===== src/rtl/module_bus_interconnect_n.sv =====
// ============================================================================
//  Module      : module_bus_interconnect_n
//  Description : N-slot memory-mapped bus interconnect with per-slot wait
//                states. Decodes the master address into a one-hot slot
//                select, issues a single-cycle write strobe, and returns
//                registered read data with a ready/error handshake.
//  Optional    : BUS_ERR_LOG_EN -- when defined, keeps a saturating count
//                of unmapped accesses and the first faulting address.
//  Ports       : clk_i, rst_i            clock, sync active-high reset
//                req_i, we_i             master request / write enable
//                addr_i, wdata_i         master address / write data
//                rdata_o, ready_o, err_o master response
//                sel_o, we_o             one-hot slot select / write strobe
//                addr_o, wdata_o         latched address / data to slaves
//                rdata_i                 packed slave read data
//                err_addr_o, err_cnt_o   error log (zero when logging off)
//  Revision    : 1.0 - initial release
// ============================================================================
`default_nettype none

module module_bus_interconnect_n #(
  parameter int                    N_SLAVES    = 6,
  parameter int                    ADDR_W      = 32,
  parameter int                    DATA_W      = 32,
  parameter int                    SLOT_SHIFT  = 12,
  parameter logic [ADDR_W-1:0]     BASE_TAG    = '0,
  parameter logic [4*N_SLAVES-1:0] WAIT_CYCLES = 24'h200000
) (
  input  logic                         clk_i,
  input  logic                         rst_i,
  input  logic                         req_i,
  input  logic                         we_i,
  input  logic [ADDR_W-1:0]            addr_i,
  input  logic [DATA_W-1:0]            wdata_i,
  output logic [DATA_W-1:0]            rdata_o,
  output logic                         ready_o,
  output logic                         err_o,
  output logic [N_SLAVES-1:0]          sel_o,
  output logic [N_SLAVES-1:0]          we_o,
  output logic [ADDR_W-1:0]            addr_o,
  output logic [DATA_W-1:0]            wdata_o,
  input  logic [N_SLAVES*DATA_W-1:0]   rdata_i,
  output logic [ADDR_W-1:0]            err_addr_o,
  output logic [7:0]                   err_cnt_o
);

  localparam int IDX_W   = $clog2(N_SLAVES);
  localparam int TAG_LSB = SLOT_SHIFT + IDX_W;

  typedef enum logic [1:0] {
    S_IDLE   = 2'd0,
    S_ACCESS = 2'd1,
    S_RESP   = 2'd2
  } state_t;

  state_t             state;
  state_t             state_next;
  logic               we_q;
  logic               err_q;
  logic [IDX_W-1:0]   slot_q;
  logic [3:0]         cnt;

  logic [IDX_W-1:0]   req_idx;
  logic               req_mapped;

  // Slot index and tag of the incoming request; the tag is compared as the
  // full address shifted down so BASE_TAG needs no separate width.
  assign req_idx    = addr_i[SLOT_SHIFT +: IDX_W];
  assign req_mapped = ((addr_i >> TAG_LSB) == BASE_TAG) &&
                      (int'(req_idx) < N_SLAVES);

  // State register
  always_ff @(posedge clk_i) begin
    if (rst_i) begin
      state <= S_IDLE;
    end else begin
      state <= state_next;
    end
  end

  // Next-state and strobe outputs
  always_comb begin
    state_next = state;
    sel_o      = '0;
    we_o       = '0;
    ready_o    = 1'b0;
    err_o      = 1'b0;
    case (state)
      S_IDLE: begin
        if (req_i) begin
          state_next = req_mapped ? S_ACCESS : S_RESP;
        end
      end
      S_ACCESS: begin
        sel_o = {{(N_SLAVES-1){1'b0}}, 1'b1} << slot_q;
        if (cnt == 4'd0) begin
          state_next = S_RESP;
          if (we_q) begin
            we_o = sel_o;
          end
        end
      end
      S_RESP: begin
        ready_o    = 1'b1;
        err_o      = err_q;
        state_next = S_IDLE;
      end
      default: state_next = S_IDLE;
    endcase
    // Reset wins in the same cycle: a write strobe coinciding with reset
    // must never reach a slave.
    if (rst_i) begin
      sel_o   = '0;
      we_o    = '0;
      ready_o = 1'b0;
      err_o   = 1'b0;
    end
  end

  // Request latching, wait counting and read capture
  always_ff @(posedge clk_i) begin
    if (rst_i) begin
      we_q    <= 1'b0;
      err_q   <= 1'b0;
      slot_q  <= '0;
      cnt     <= '0;
      addr_o  <= '0;
      wdata_o <= '0;
      rdata_o <= '0;
    end else begin
      case (state)
        S_IDLE: begin
          if (req_i) begin
            we_q    <= we_i;
            addr_o  <= addr_i;
            wdata_o <= wdata_i;
            err_q   <= ~req_mapped;
            if (req_mapped) begin
              slot_q <= req_idx;
              cnt    <= WAIT_CYCLES[4*req_idx +: 4];
            end else begin
              // Error responses present zero read data.
              rdata_o <= '0;
            end
          end
        end
        S_ACCESS: begin
          if (cnt != 4'd0) begin
            cnt <= cnt - 4'd1;
          end else if (!we_q) begin
            rdata_o <= rdata_i[slot_q*DATA_W +: DATA_W];
          end
        end
        default: ;
      endcase
    end
  end

`ifdef BUS_ERR_LOG_EN
  logic [ADDR_W-1:0] err_addr_q;
  logic [7:0]        err_cnt_q;

  // A zero count marks "no error seen yet" because the count saturates
  // rather than wrapping.
  always_ff @(posedge clk_i) begin
    if (rst_i) begin
      err_addr_q <= '0;
      err_cnt_q  <= '0;
    end else if (state == S_RESP && err_q) begin
      if (err_cnt_q == 8'd0) begin
        err_addr_q <= addr_o;
      end
      if (err_cnt_q != 8'hFF) begin
        err_cnt_q <= err_cnt_q + 8'd1;
      end
    end
  end

  assign err_addr_o = err_addr_q;
  assign err_cnt_o  = err_cnt_q;
`else
  assign err_addr_o = '0;
  assign err_cnt_o  = '0;
`endif

endmodule

`default_nettype wire


===== config.mk =====
export PLATFORM = sky130hd
export DESIGN_NAME = module_bus_interconnect_n
export DESIGN_NICKNAME = d
export VERILOG_FILES = /design/src/rtl/module_bus_interconnect_n.sv
export SDC_FILE = /design/constraint.sdc
export NUM_CORES = 1
export LEC_CHECK = 0
export ABC_AREA = 1
export BUFFER_PORTS_ARGS = -buffer_cell sky130_fd_sc_hd__buf_4
export CAP_MARGIN = 5
export CELL_PAD_IN_SITES_DETAIL_PLACEMENT = 1
export CELL_PAD_IN_SITES_GLOBAL_PLACEMENT = 2
export CORE_MARGIN = 2
export CORE_UTILIZATION = 20
export CTS_CLUSTER_SIZE = 24
export DETAILED_ROUTE_END_ITERATION = 8
export PLACE_DENSITY = 0.93
export SLEW_MARGIN = 20
export SYNTH_ARGS = -nofsm -noshare
export SYNTH_HDL_FRONTEND = slang
export SYNTH_SLANG_ARGS = --single-unit

===== constraint.sdc =====
create_clock -name clk_i -period 1.7 [get_ports clk_i]
set_input_delay 0.255 -clock clk_i [delete_from_list [all_inputs] [get_ports clk_i]]
set_output_delay 0.255 -clock clk_i [all_outputs]
set_load 0.03 [all_outputs]

# Yosys cells after proc, flatten, opt, wreduce, memory -nomap -nowiden
# Index checks and enable logic that the tools add are counted.
[totals]
reg_bits = 107
latchBits = 0
ram_bits = 0
romBits = 0
inputBits = 260
word_cells = 57
memories = 0
[op_classes]
n_addsub = 1
multipliers = 0
n_div = 0
order_cmp = 1
eq_ne = 9
shift = 3
mux = 23
bitwise = 1
n_reduce_logical = 11
[ops]
columns = ["operator", "count"]
rows = [
  ["192-bit by 9-bit variable part select with 32-bit output", 1],
  ["32-bit two-way mux", 4],
  ["32-bit case mux with 2 select lines", 1],
  ["6-bit two-way mux", 6],
  ["32-bit zero test", 1],
  ["24-bit by 6-bit variable part select with 4-bit output, first input constant", 1],
  ["2-bit != test, second input constant", 7],
  ["4-bit two-way mux", 3],
  ["4-bit case mux with 2 select lines", 1],
  ["2-bit two-way mux", 3],
  ["1-bit by 3-bit << shifter with 6-bit output, first input constant", 1],
  ["5-bit AND reduction", 1],
  ["4-bit zero test", 1],
  ["1-bit two-way mux", 4],
  ["2-bit case mux with 2 select lines", 1],
  ["2-bit AND reduction", 2],
  ["4-bit AND reduction", 1],
  ["4-bit nonzero test", 1],
  ["4-bit by 1-bit subtractor with 4-bit output, second input constant", 1],
  ["3-bit < comparator, second input constant", 1],
  ["3-bit AND reduction", 1],
  ["2-bit by 1-bit equality test with 1-bit output, second input constant", 1],
  ["2-bit equality test, second input constant", 1],
  ["2-bit zero test", 1],
  ["3 further kinds", 3],
]

# Longest topological paths before layout
[depth]
ltp_word = 5
ltp_mapped = 11
ltp_nobuf = 10

# Worst setup path after synthesis
# OpenSTA, ideal clock, no wires.
[synth_timing]
kind = "flip-flop to output port"
from = "register slot_q[1]"
to = "output sel_o[2]"
arrival_time_ps = 1622
required_ps = 1445
setup_slack_ps = -177
stages_incl_launch_ff = 7
cell_sequence = "dfxtp_1 buf_2 inv_2 nor2_1 buf_2 inv_1 nor3_1"
[synth_between]
elab_chain_len = 3
[synth_lines]
columns = ["item", "line_no", "source"]
rows = [
  ["from (decl)", "60", "logic [IDX_W-1:0] slot_q;"],
  ["from (signal assigned)", "139", "slot_q <= req_idx;"],
  ["1-bit by 3-bit << shifter with 6-bit output", "95", "sel_o = {{(N_SLAVES-1){1'b0}}, 1'b1} << slot_q;"],
  ["6-bit two-way mux", "88", "case (state)"],
  ["6-bit two-way mux", "112", "if (rst_i) begin"],
  ["to (decl)", "38", "output logic [N_SLAVES-1:0] sel_o,"],
]
# No other way between the ends.

# Worst setup path after layout
[layout_timing]
from = "register cnt[0]"
to = "output we_o[2]"
[layout_between]
elab_chain_len = 4
[layout_lines]
columns = ["item", "line_no", "source"]
rows = [
  ["from (decl)", "61", "logic [3:0] cnt;"],
  ["from (signal assigned)", "140", "cnt <= WAIT_CYCLES[4*req_idx +: 4];"],
  ["from (signal assigned)", "149", "cnt <= cnt - 4'd1;"],
  ["4-bit zero test", "96", "if (cnt == 4'd0) begin"],
  ["6-bit two-way mux", "96", ""],
  ["6-bit two-way mux", "88", ""],
  ["6-bit two-way mux", "112", ""],
  ["to (decl)", "39", "output logic [N_SLAVES-1:0] we_o,"],
]
# No other way between the ends.

==> results.ini <==
[detailed_routing]
vias_per_cell = 4.40
ant_nets = 0
drc = 0
dr.pass1.iters = 4
finalWirelength_mm = 30.0
wire_per_inst_um = 17.1
via_count = 7708
drt-initial-drc-count = 257

[worst_setup_path]
start_kind = flip-flop
crit_required_ns = 1.44
crit_type = flip-flop to primary output
reg2reg_from = cnt[0]
cp_max_fo = 6
slowest_delay_ns = 0.33
crit_family = buffers and inverters
crit_arrival_ns = 1.60
worstPathCellList = inv_2, ha_4, inv_4, nor3_4, nand3_1, buf_6, nor3_4, buf_6
worstReg2RegEnd = rdata_o[29]
path_buf_inv = 4
end_kind = primary output
critical-path-slowest-cell = dfxtp_2
r2r_cells = 14
r2r_slack_ns = -0.14

[global_routing]
grt_overflow = 0
antenna_found_initial = 0
grt_pass1_wl_mm = 43.9
grtUsageTotal_pct = 17.9
grt_max_degree = 62
grt_pass1_vias = 7819

[timing]
slew_viol_final = 0
hold_viol_final = 0
finalCritPeriodShare_pct = 109
timing.final.ws_setup_ns = -0.158
finalSetupViolations = 44
worst_slew_pin_slew_ns = 0.586
rsz0062_at_grt = true
clock_skew_ns = 0.0139
max_clock_freq_ghz = 0.538
maxSlewHeadroom_pct = 60.6
final.min_clock_period_ns = 1.86

[finish]
fin_nets = 1618
synthToLayoutAreaGrowth_pct = 71.7
final_cells = 1752
antennaDiodeCount = 0
fill_cells = 3749
drive_gt1_share_pct = 40.3

[floorplanning]
die_h_um = 178
start_util_pct = 20.4
ios = 410
die_area_sq_mm = 0.0317
core_sq_mm = 0.0297
die_x_um = 178
std_cell_rows = 63

[clocking]
ctsHoldBuffers = 0
clkTransAtPathRegs_ns = 0.08
clockRootBuffer = clkbuf_16
h-tree-depth = 3
cts_tree = built
cts_max_path_buffers = 2
cts_sinks = 107
clk_latency_ns = 0.36
cts_made_buffers = 9

[power_and_ir_drop]
p_leak_uw = 0.00513
clockPowerShare_pct = 29.7
peakVddDrop_mv = 0.441
p_int_uw = 4710
p_sw_share_pct = 32.9
power_frac_seq_pct = 39.6
total_power_uw = 7010
comb_power_share_pct = 30.7
power_switching_uw = 2300
p_per_area_mw_per_mm2 = 674

[placement]
place_congestion = 0.837
portBuffers = 369
hpwl_mm = 22.9
dpl.cell_count = 1707

[run_status]
violations = negative setup slack
status = finished with violations

[synthesis]
yosysSeqAreaShare_pct = 35.3
ys_ff_latch = 107
postSynthCellCount = 971
yosys.cell_types.count = 28
synthesis.area_sq_mm = 0.00606
avgSynthCellArea_sq_um = 6.24
ys_warn_count = 0

[flow_run]
drv_cap = 0

[hold_path]
hold_path_end = wdata_o[30]
hold_class = primary input to flip-flop
hold_start = wdata_i[30]
min_path_cells = 3

## cells in the final DEF, fill, tap and decap left out, types with 3 or more instances in the layout
cell type    n
buf_16       5
nor2_2      11
nand3_1     56
buf_6       18
nand2_1    275
a21oi_1     33
nor2_4       9
clkbuf_16   10
buf_4      403
dfxtp_1    100
dfxtp_4      3
conb_1      40
inv_1       27
nand2_2     20
o21ai_1      3
nand3_2     15
a22oi_1     20
inv_2        6
nand4_1     25
buf_12       9
dfxtp_2      4
nand2_4      8
inv_4        4
o21ai_0     63
nor2_1     167
nor3_4       9
## power by group through the flow
stage               logic [uW]  registers [uW]  clock network, uW
floorplan                  703            3140                  0
global placement          1900            2830                  0
detailed placement        1930            2840                  0
CTS                       2090            2780               2180
global route              2330            2800               2280
finish                    2150            2780               2080
## logic make-up (layout without fill, tap and decap cells)
| group | count (synthesis) | after routing | share of synthesized area, % |
|---|---|---|---|
| flops | 107 | 107 | 35.3 |
| compound gates | 120 | 120 | 10.8 |
| other cells | 1 | 40 | 0.0618 |
| simple gates | 600 | 603 | 41.2 |
| fa+ha+maj | 1 | 1 | 0.206 |
| buf+inv | 142 | 491 | 12.4 |
## final cells by class
class	instances	area (sq um)	share of cell area, %
Timing Repair Buffer	437	3600	34.6
Multi-Input combinational cell	764	3710	35.6
Clock inverter	5	48.8	0.469
Inverter	38	158	1.51
Tap cell	390	488	4.69
Sequential cell	107	2160	20.7
Clock buffer	11	243	2.33
## Yosys cell counts, drive strengths merged
cell	count	share of area, %
and2	1	0.10
nor3	11	1.3
a22oi	20	2.5
a21oi	33	2.7
inv	38	2.4
nand3	71	5.9
dfxtp	107	35
nand4	25	2.6
o21bai	1	0.12
buf	84	8.8
ha	1	0.21
conb	1	0.062
nor4	2	0.21
nand2	304	19
nor2	186	12
clkbuf	20	1.2
o21ai	66	5.4
## worst max-delay path by stage
stage          startpoint  endpoint  slack [ns]  cells past startpoint
2_1_floorplan   slot_q[1]  sel_o[2]       -0.18                      6
3_3_place_gp       cnt[0]   we_o[2]        0.08                      8
3_5_place_dp       cnt[0]   we_o[2]       -0.02                      8
4_1_cts            cnt[0]   we_o[3]       -0.28                      8
5_1_grt            cnt[0]   we_o[2]       -0.28                      8
6_report           cnt[0]   we_o[2]       -0.16                      8
## sequential cells by signal (all words and copies together) (netlist names)
signal and flops:
state 2, addr_o 32, slot_q 3, rdata_o 32, we_q 1, err_q 1, cnt 4, wdata_o 32
## worst reg2reg max path: stages (launching register included)
cell and delay, ns:
dfxtp_2 0.33, inv_2 0.08, ha_4 0.15, inv_4 0.04
nor3_4 0.11, buf_4 0.13, buf_6 0.09, nor2_4 0.04
nor3_4 0.15, buf_6 0.14, nand2_8 0.08, buf_12 0.16
buf_16 0.13, nand3_1 0.06, nand2_1 0.05
## what timing repair did
item                                    in CTS  in global routing
gates cloned                                 9                  1
endpoints found under the setup margin      29                 50
resized for setup                           58                 72
pin swaps                                   14                 27
setup buffers                               18                  2
## metal layers
metal | track usage, % | wire length, um | share of wire [%]
met2 | 31.5 | 14800 | 49
met5 | 0 | 0 | 0
met1 | 21.0 | 12000 | 40
met3 | 5.56 | 2640 | 8.8
met4 | 4.44 | 535 | 1.8
## metrics by stage
step                      util [%]  setup slack (ns)  hold slack (ns)  setup TNS (ns)  instance area (sq um)
after floorplan                  -            -0.177            0.398          -0.676                   6230
final                         35.0            -0.158            0.146           -3.62                  10400
after detailed placement      31.2           -0.0238            0.453         -0.0323                   9290
after global routing          35.0            -0.281            0.138           -9.54                  10400
after CTS                     34.0            -0.283            0.131           -3.61                  10100
after global placement        31.2            0.0781            0.446               0                   9290
(Power assumes the default switching activity.)
